**src/rtl/multiply_arbiter_if.sv**
```systemverilog
// Request/response bundle between M requesters and the shared multiplier
// sequencer. The master side is the client population, the slave side is
// the arbiter.
interface multiply_arbiter_if #(
  parameter int N = 32,
  parameter int M = 4
);
  localparam int IDW = $clog2(M);

  logic [M-1:0]   req_valid;
  logic [M-1:0]   req_ready;
  logic [M*N-1:0] req_a;
  logic [M*N-1:0] req_b;
  logic           rsp_valid;
  logic           rsp_ready;
  logic [2*N-1:0] rsp_data;
  logic [IDW-1:0] rsp_id;

  modport master (
    output req_valid, req_a, req_b, rsp_ready,
    input  req_ready, rsp_valid, rsp_data, rsp_id
  );

  modport slave (
    input  req_valid, req_a, req_b, rsp_ready,
    output req_ready, rsp_valid, rsp_data, rsp_id
  );
endinterface

```
**src/rtl/multiply_arbiter.sv**
```systemverilog
// Round-robin arbiter/sequencer in front of one shared unsigned N x N
// multiplier. One operand pair is in flight at a time: it is captured on
// grant, held stable for LATENCY cycles while the combinational multiplier
// settles (multicycle path), and the 2N-bit product is returned tagged with
// the requester index.
module multiply_arbiter #(
  parameter int N       = 32,
  parameter int M       = 4,
  parameter int LATENCY = 1
) (
  input  logic              clk,
  input  logic              rst,
  multiply_arbiter_if.slave bus,
  output logic              busy
);

  localparam int IDW = $clog2(M);
  localparam int CW  = (LATENCY > 1) ? $clog2(LATENCY) : 1;

  typedef enum logic [1:0] {
    IDLE = 2'd0,
    CALC = 2'd1,
    DONE = 2'd2
  } state_t;

  state_t           state;
  logic [IDW-1:0]   last_grant;
  logic [IDW-1:0]   grant_idx;
  logic             grant_vld;
  logic             accept;
  logic [IDW-1:0]   tag;
  logic [CW-1:0]    cnt;
  logic [N-1:0]     opa_p0;
  logic [N-1:0]     opb_p0;
  logic [2*N-1:0]   prod_p0;
  logic [2*N-1:0]   rsp_data_q;
  logic [IDW-1:0]   rsp_id_q;
  logic             rsp_valid_q;
  logic             busy_q;

  // Full-width unsigned product; operands are zero-extended so the top
  // half is never lost.
  function automatic logic [2*N-1:0] full_product(input logic [N-1:0] a,
                                                  input logic [N-1:0] b);
    return {{N{1'b0}}, a} * {{N{1'b0}}, b};
  endfunction

  // Rotating-priority search starting just after the last served requester.
  always_comb begin
    logic [IDW-1:0] idx;
    grant_vld = 1'b0;
    grant_idx = '0;
    idx       = '0;
    for (int k = 1; k <= M; k++) begin
      idx = IDW'((int'(last_grant) + k) % M);
      if (!grant_vld && bus.req_valid[idx]) begin
        grant_vld = 1'b1;
        grant_idx = idx;
      end
    end
  end

  // A grant is only offered from IDLE and never while reset is asserted.
  assign accept = grant_vld && (state == IDLE) && !rst;

  // One-hot ready toward the granted requester.
  always_comb begin
    bus.req_ready = '0;
    if (accept) begin
      bus.req_ready[grant_idx] = 1'b1;
    end
  end

  // ---- stage p0: operand registers, held for the whole multicycle window
  always_ff @(posedge clk) begin
    if (accept) begin
      opa_p0 <= bus.req_a[int'(grant_idx)*N +: N];
      opb_p0 <= bus.req_b[int'(grant_idx)*N +: N];
    end
  end

  // Shared multiplier: LATENCY cycles are allotted between capture and use.
  assign prod_p0 = full_product(opa_p0, opb_p0);

  // Sequencer FSM: grant, count down the multiplier window, hold response.
  always_ff @(posedge clk) begin
    if (rst) begin
      state       <= IDLE;
      last_grant  <= IDW'(M - 1);
      tag         <= '0;
      cnt         <= '0;
      rsp_valid_q <= 1'b0;
      rsp_data_q  <= '0;
      rsp_id_q    <= '0;
      busy_q      <= 1'b0;
    end else begin
      case (state)
        IDLE: begin
          if (accept) begin
            last_grant <= grant_idx;
            tag        <= grant_idx;
            cnt        <= CW'(LATENCY - 1);
            busy_q     <= 1'b1;
            state      <= CALC;
          end
        end
        CALC: begin
          if (cnt == '0) begin
            rsp_data_q  <= prod_p0;
            rsp_id_q    <= tag;
            rsp_valid_q <= 1'b1;
            state       <= DONE;
          end else begin
            cnt <= cnt - 1'b1;
          end
        end
        DONE: begin
          if (bus.rsp_ready) begin
            rsp_valid_q <= 1'b0;
            busy_q      <= 1'b0;
            state       <= IDLE;
          end
        end
        default: begin
          rsp_valid_q <= 1'b0;
          busy_q      <= 1'b0;
          state       <= IDLE;
        end
      endcase
    end
  end

  // ---- stage p1: registered response toward the consumer
  assign bus.rsp_valid = rsp_valid_q;
  assign bus.rsp_data  = rsp_data_q;
  assign bus.rsp_id    = rsp_id_q;
  assign busy          = busy_q;

endmodule

```
**src/flat_wrapper.sv**
```systemverilog
// flat-port wrapper written by rule: the top's interface ports become plain ports
module multiply_arbiter_flat 
#(
  parameter int N       = 32,
  parameter int M       = 4,
  parameter int LATENCY = 1
)
  (clk, rst, busy, bus_req_valid, bus_req_a, bus_req_b, bus_rsp_ready, bus_req_ready, bus_rsp_valid, bus_rsp_data, bus_rsp_id);
  multiply_arbiter_if #(.N(N), .M(M)) bus_i ();
  input  logic clk;
  input  logic rst;
  output logic busy;
  input wire logic [$bits(bus_i.req_valid)-1:0] bus_req_valid;
  input wire logic [$bits(bus_i.req_a)-1:0] bus_req_a;
  input wire logic [$bits(bus_i.req_b)-1:0] bus_req_b;
  input wire logic [$bits(bus_i.rsp_ready)-1:0] bus_rsp_ready;
  output wire logic [$bits(bus_i.req_ready)-1:0] bus_req_ready;
  output wire logic [$bits(bus_i.rsp_valid)-1:0] bus_rsp_valid;
  output wire logic [$bits(bus_i.rsp_data)-1:0] bus_rsp_data;
  output wire logic [$bits(bus_i.rsp_id)-1:0] bus_rsp_id;
  assign bus_i.req_valid = bus_req_valid;
  assign bus_i.req_a = bus_req_a;
  assign bus_i.req_b = bus_req_b;
  assign bus_i.rsp_ready = bus_rsp_ready;
  assign bus_req_ready = bus_i.req_ready;
  assign bus_rsp_valid = bus_i.rsp_valid;
  assign bus_rsp_data = bus_i.rsp_data;
  assign bus_rsp_id = bus_i.rsp_id;
  multiply_arbiter #(.N(N), .M(M), .LATENCY(LATENCY)) u_core (.clk(clk), .rst(rst), .bus(bus_i), .busy(busy));
endmodule
```
**config.mk**
```make
export PLATFORM = sky130hd
export DESIGN_NAME = multiply_arbiter_flat
export DESIGN_NICKNAME = d
export VERILOG_FILES = /design/src/rtl/multiply_arbiter_if.sv /design/src/rtl/multiply_arbiter.sv /design/src/flat_wrapper.sv
export SDC_FILE = /design/constraint.sdc
export NUM_CORES = 2
export LEC_CHECK = 0
export BUFFER_PORTS_ARGS = -buffer_cell sky130_fd_sc_hd__buf_2
export CAP_MARGIN = 20
export CORE_MARGIN = 2
export CORE_UTILIZATION = 30
export DETAILED_ROUTE_END_ITERATION = 8
export PLACE_DENSITY_LB_ADDON = 0.12
export SLEW_MARGIN = 20
export SYNTH_ARGS = -nofsm -noshare
export SYNTH_HDL_FRONTEND = slang
export SYNTH_SLANG_ARGS = --single-unit
```
**constraint.sdc**
```tcl
create_clock -name clk -period 9.75 [get_ports clk]
set_clock_uncertainty 0.1 [all_clocks]
set_input_delay 0 -clock clk [delete_from_list [all_inputs] [get_ports clk]]
set_output_delay 0 -clock clk [all_outputs]
set_load 0.005 [all_outputs]
```
==> metrics.txt <==
outcome complete, no violations; Post-CTS Setup Inserts 0; largest net degree at the start of global routing 84; Post-synth EDFFs 64; DIE WIDTH approximately 370 um; internal reg-to-reg setup slack 1.03 ns; commonest non-fill, non-tap cells in the layout 896 x fa_1, 854 x inv_1, 693 x nand2_1; Site Rows between 100 and 150; Area growth, synth to finish 14.3%; Clock transition at path regs around 0.070 ns; met2 Resource Use GR around 37%; die area 136000 um^2; final setup violating endpoints 0; global route overflow 0; H-Tree Level Count 4; RSZ-0062 raised after global routing false; FILL cells between 10k and 15k; Final period util about nine tenths; mean post-synth cell area between 8 and 9 um^2; Initial Util between 30% and 40%; Synth Flop Type dfxtp_1; grt met1 use about 23%; clk_lat worst skew roughly 0.52 ns; Synth Area in Adders between 50% and 60%; crit end category register; TritonCTS Sinks around 140; layout net count just over 6k; clk buf depth 2; Arr. time, crit path 8.99 ns; register area between 3000 and 4000 um^2; Synth Register Bits between 100 and 150; worst reg2reg path depth 23; Most Crowded Layer GR met2; FFs w/ async S/R, synth 0%; Total Neg Setup Slack 0 ns; Core ar. around 130000 um^2; Compound-Gate Fraction of Synth Area approximately 7%; Peak Freq 0.115 GHz; number of remaining DRC errors 0; worst hold path class primary input to register; Ports roughly 340; mux cell area share after synthesis less than 1%; Syn. warnings 0; final core utilization between 30 and 40%; total of max-cap violations 0; xor/xnor share of the synthesized area 1.03%; Reg-to-Reg Start u_core.opa_p0[20]; CTS Buf Count 17; DR vias/cell roughly 4.7; worst path cell trace buf_4, and2_1, fa_1, inv_1, fa_1, fa_1, fa_1, inv_1, fa_1, fa_1, fa_1, fa_1, ha_1, a21oi_1, o21ai_0, or2_2, a311oi_1, nor3_1, o21ai_1, a21oi_1, a21oi_1, xor2_1, o21ai_0; vias in the first global route around 34k; cell mode on critical path fa_1; syn nets 5854; Initial DRC Count approximately 1.3k; worst-path maximum fanout 19; Synth cell types 76; final hold violations 0; multi-input logic area approximately 32000 um^2; Final Max Slew Viols 0; Tmin final ~8.7 ns; layout cells sized above 1 between 10% and 20%; max_slew headroom a little under a quarter; Tightest Pin Transition between 1 and 1.5 ns; drt wl/cell roughly 20 um; routed wire length roughly 130 mm; WHS Path Cells 6; detailed placement HPWL roughly 110 mm; Critical path buffers and inverters 3; crit-path max cell delay roughly 0.94 ns; CP max-delay cell edfxtp_1; Die Y 368 um; crit-path leading delay family adder cells; cell area after layout 45500 um^2; iteration count of the initial detailed-routing pass 5; Global Route Usage Sum slightly below 20%; Worst EP required about 10 ns; Via Count ~31k; simple logic cell fraction of the synthesized area 19.2%; post-cts sizing count 0; initial antenna violation count 3; gpl congestion about 0.84; DP Area 43400 um^2; met3 global-route usage under 10%; Root Buffer clkbuf_16; Buffers on Ports ~330; sequential share of the synthesized area roughly 8.5%; mapped cell area about 40000 um^2; most common cell after layout, fill and taps aside fa_1; first-pass GRT wire length 201 mm; worst r2r dst u_core.bus.rsp_data[57]; post-route ant nets 0; Hold Crit Endpoint u_core.tag[0]; CP Launch Type register; CP Class register to register; hold path start bus_req_valid[3]; CTS tree yes; main combinational cell family by area after synthesis adder cells; post-synthesis cell count approximately 4.4k
==> cells in the mapped netlist (3+ instances only) <==
cell type	n	area (um^2)
nand3b_1	9	67.6
or3_1	6	37.5
and3_1	15	93.8
a211oi_1	74	556
buf_1	4	15.0
a21oi_1	128	641
nand4_1	8	50.1
clkbuf_1	254	953
a211o_1	4	35.0
edfxtp_1	64	1920
nor2b_1	8	50.1
xor2_1	19	166
fa_1	896	17900
dfxtp_1	74	1480
o31ai_1	3	22.5
nand3_1	24	120
a31oi_1	73	457
nand4b_1	3	26.3
clkbuf_8	4	55.1
o21ai_2	3	26.3
o21ai_1	5	25.0
inv_1	854	3210
xnor2_1	28	245
or2_2	3	18.8
buf_4	3	22.5
and2_1	657	4110
ha_1	263	3290
nand2_1	693	2600
nor2_1	59	221
a311oi_1	3	26.3
nor4_1	3	18.8
o21ai_0	56	280
and2_0	3	18.8
nor3_1	10	50.1
o211ai_1	6	45.0
o21bai_1	16	120
nand2b_1	9	56.3
o21a_1	10	75.1
or4_1	3	22.5
a21o_1	26	195
a21boi_0	6	45.0
==> registers in the layout, summed over array words and instances, names as in the netlist <==
signal	cells
u_core.bus.rsp_data	64
u_core.bus.rsp_id	2
u_core.bus.rsp_valid	1
u_core.busy	1
u_core.last_grant	2
u_core.opa_p0	32
u_core.opb_p0	32
u_core.state	2
u_core.tag	2
==> worst register-to-register path: cells and delay by family (launching register included) <==
family | cells | cell delay [ns]
simple gates | 3 | 0.77
buf+inv | 3 | 0.49
flops | 1 | 0.94
fa+ha+maj | 9 | 4.26
compound gates | 7 | 1.86
xor+xnor | 1 | 0.16
==> routing by layer <==
metal | up-vias | wire [um]
met5 | - | 0
met4 | 0 | 3560
met3 | 105 | 3380
met2 | 586 | 71500
met1 | 15900 | 51800
li1 | 14000 | -
==> cells by family (layout without fill, tap and decap cells) <==
kind of cell | count (synthesis) | count (layout)
muxes | 1 | 1
other | 0 | 2
DFF | 138 | 138
AOI/OAI and AO/OA | 439 | 439
and+or+nand+nor | 1524 | 1524
xor gates and xnor gates | 47 | 47
adders and majority gates | 1159 | 1159
buffers and inverters | 1124 | 1466
==> stage by stage <==
step           std cells  setup WS (ns)  hold slack (ns)
2_1_floorplan       4432           2.63           0.0868
3_3_place_gp        6353           1.10            0.241
3_5_place_dp        6354           1.05            0.242
4_1_cts             6523           1.02           0.0151
5_1_grt             6530          0.698           0.0897
6_report            6531           1.03           0.0783
==> cell type report <==
type	count	area share, %
diodes	2	0.0110
clock buffers	20	1.05
clock inverters	12	0.278
inverters	854	7.05
multi-input cells	3170	70.7
flip-flops and latches	138	7.48
well taps	1755	4.83
repair buffers	580	8.60
==> what timing repair did <==
action / in CTS / in global routing
hold buffers: 137 / 0
setup endpoints to repair: 0 / 0
endpoints found under the hold margin: 86 / 0
==> worst max-delay path by stage <==
stage                            startpoint                      end  slack [ns]  cells past startpoint
after floorplan            u_core.opb_p0[8]  u_core.bus.rsp_data[56]        2.63                     25
after global placement     u_core.opa_p0[8]  u_core.bus.rsp_data[40]        1.10                     24
after detailed placement  u_core.opa_p0[20]  u_core.bus.rsp_data[57]        1.05                     23
after CTS                 u_core.opa_p0[20]  u_core.bus.rsp_data[57]        1.02                     23
after global routing      u_core.opa_p0[20]  u_core.bus.rsp_data[57]        0.70                     23
final                     u_core.opa_p0[20]  u_core.bus.rsp_data[57]        1.03                     23
Power is not shown: default switching activity piles up to over one toggle a cycle in this logic, so the estimate is an artifact.
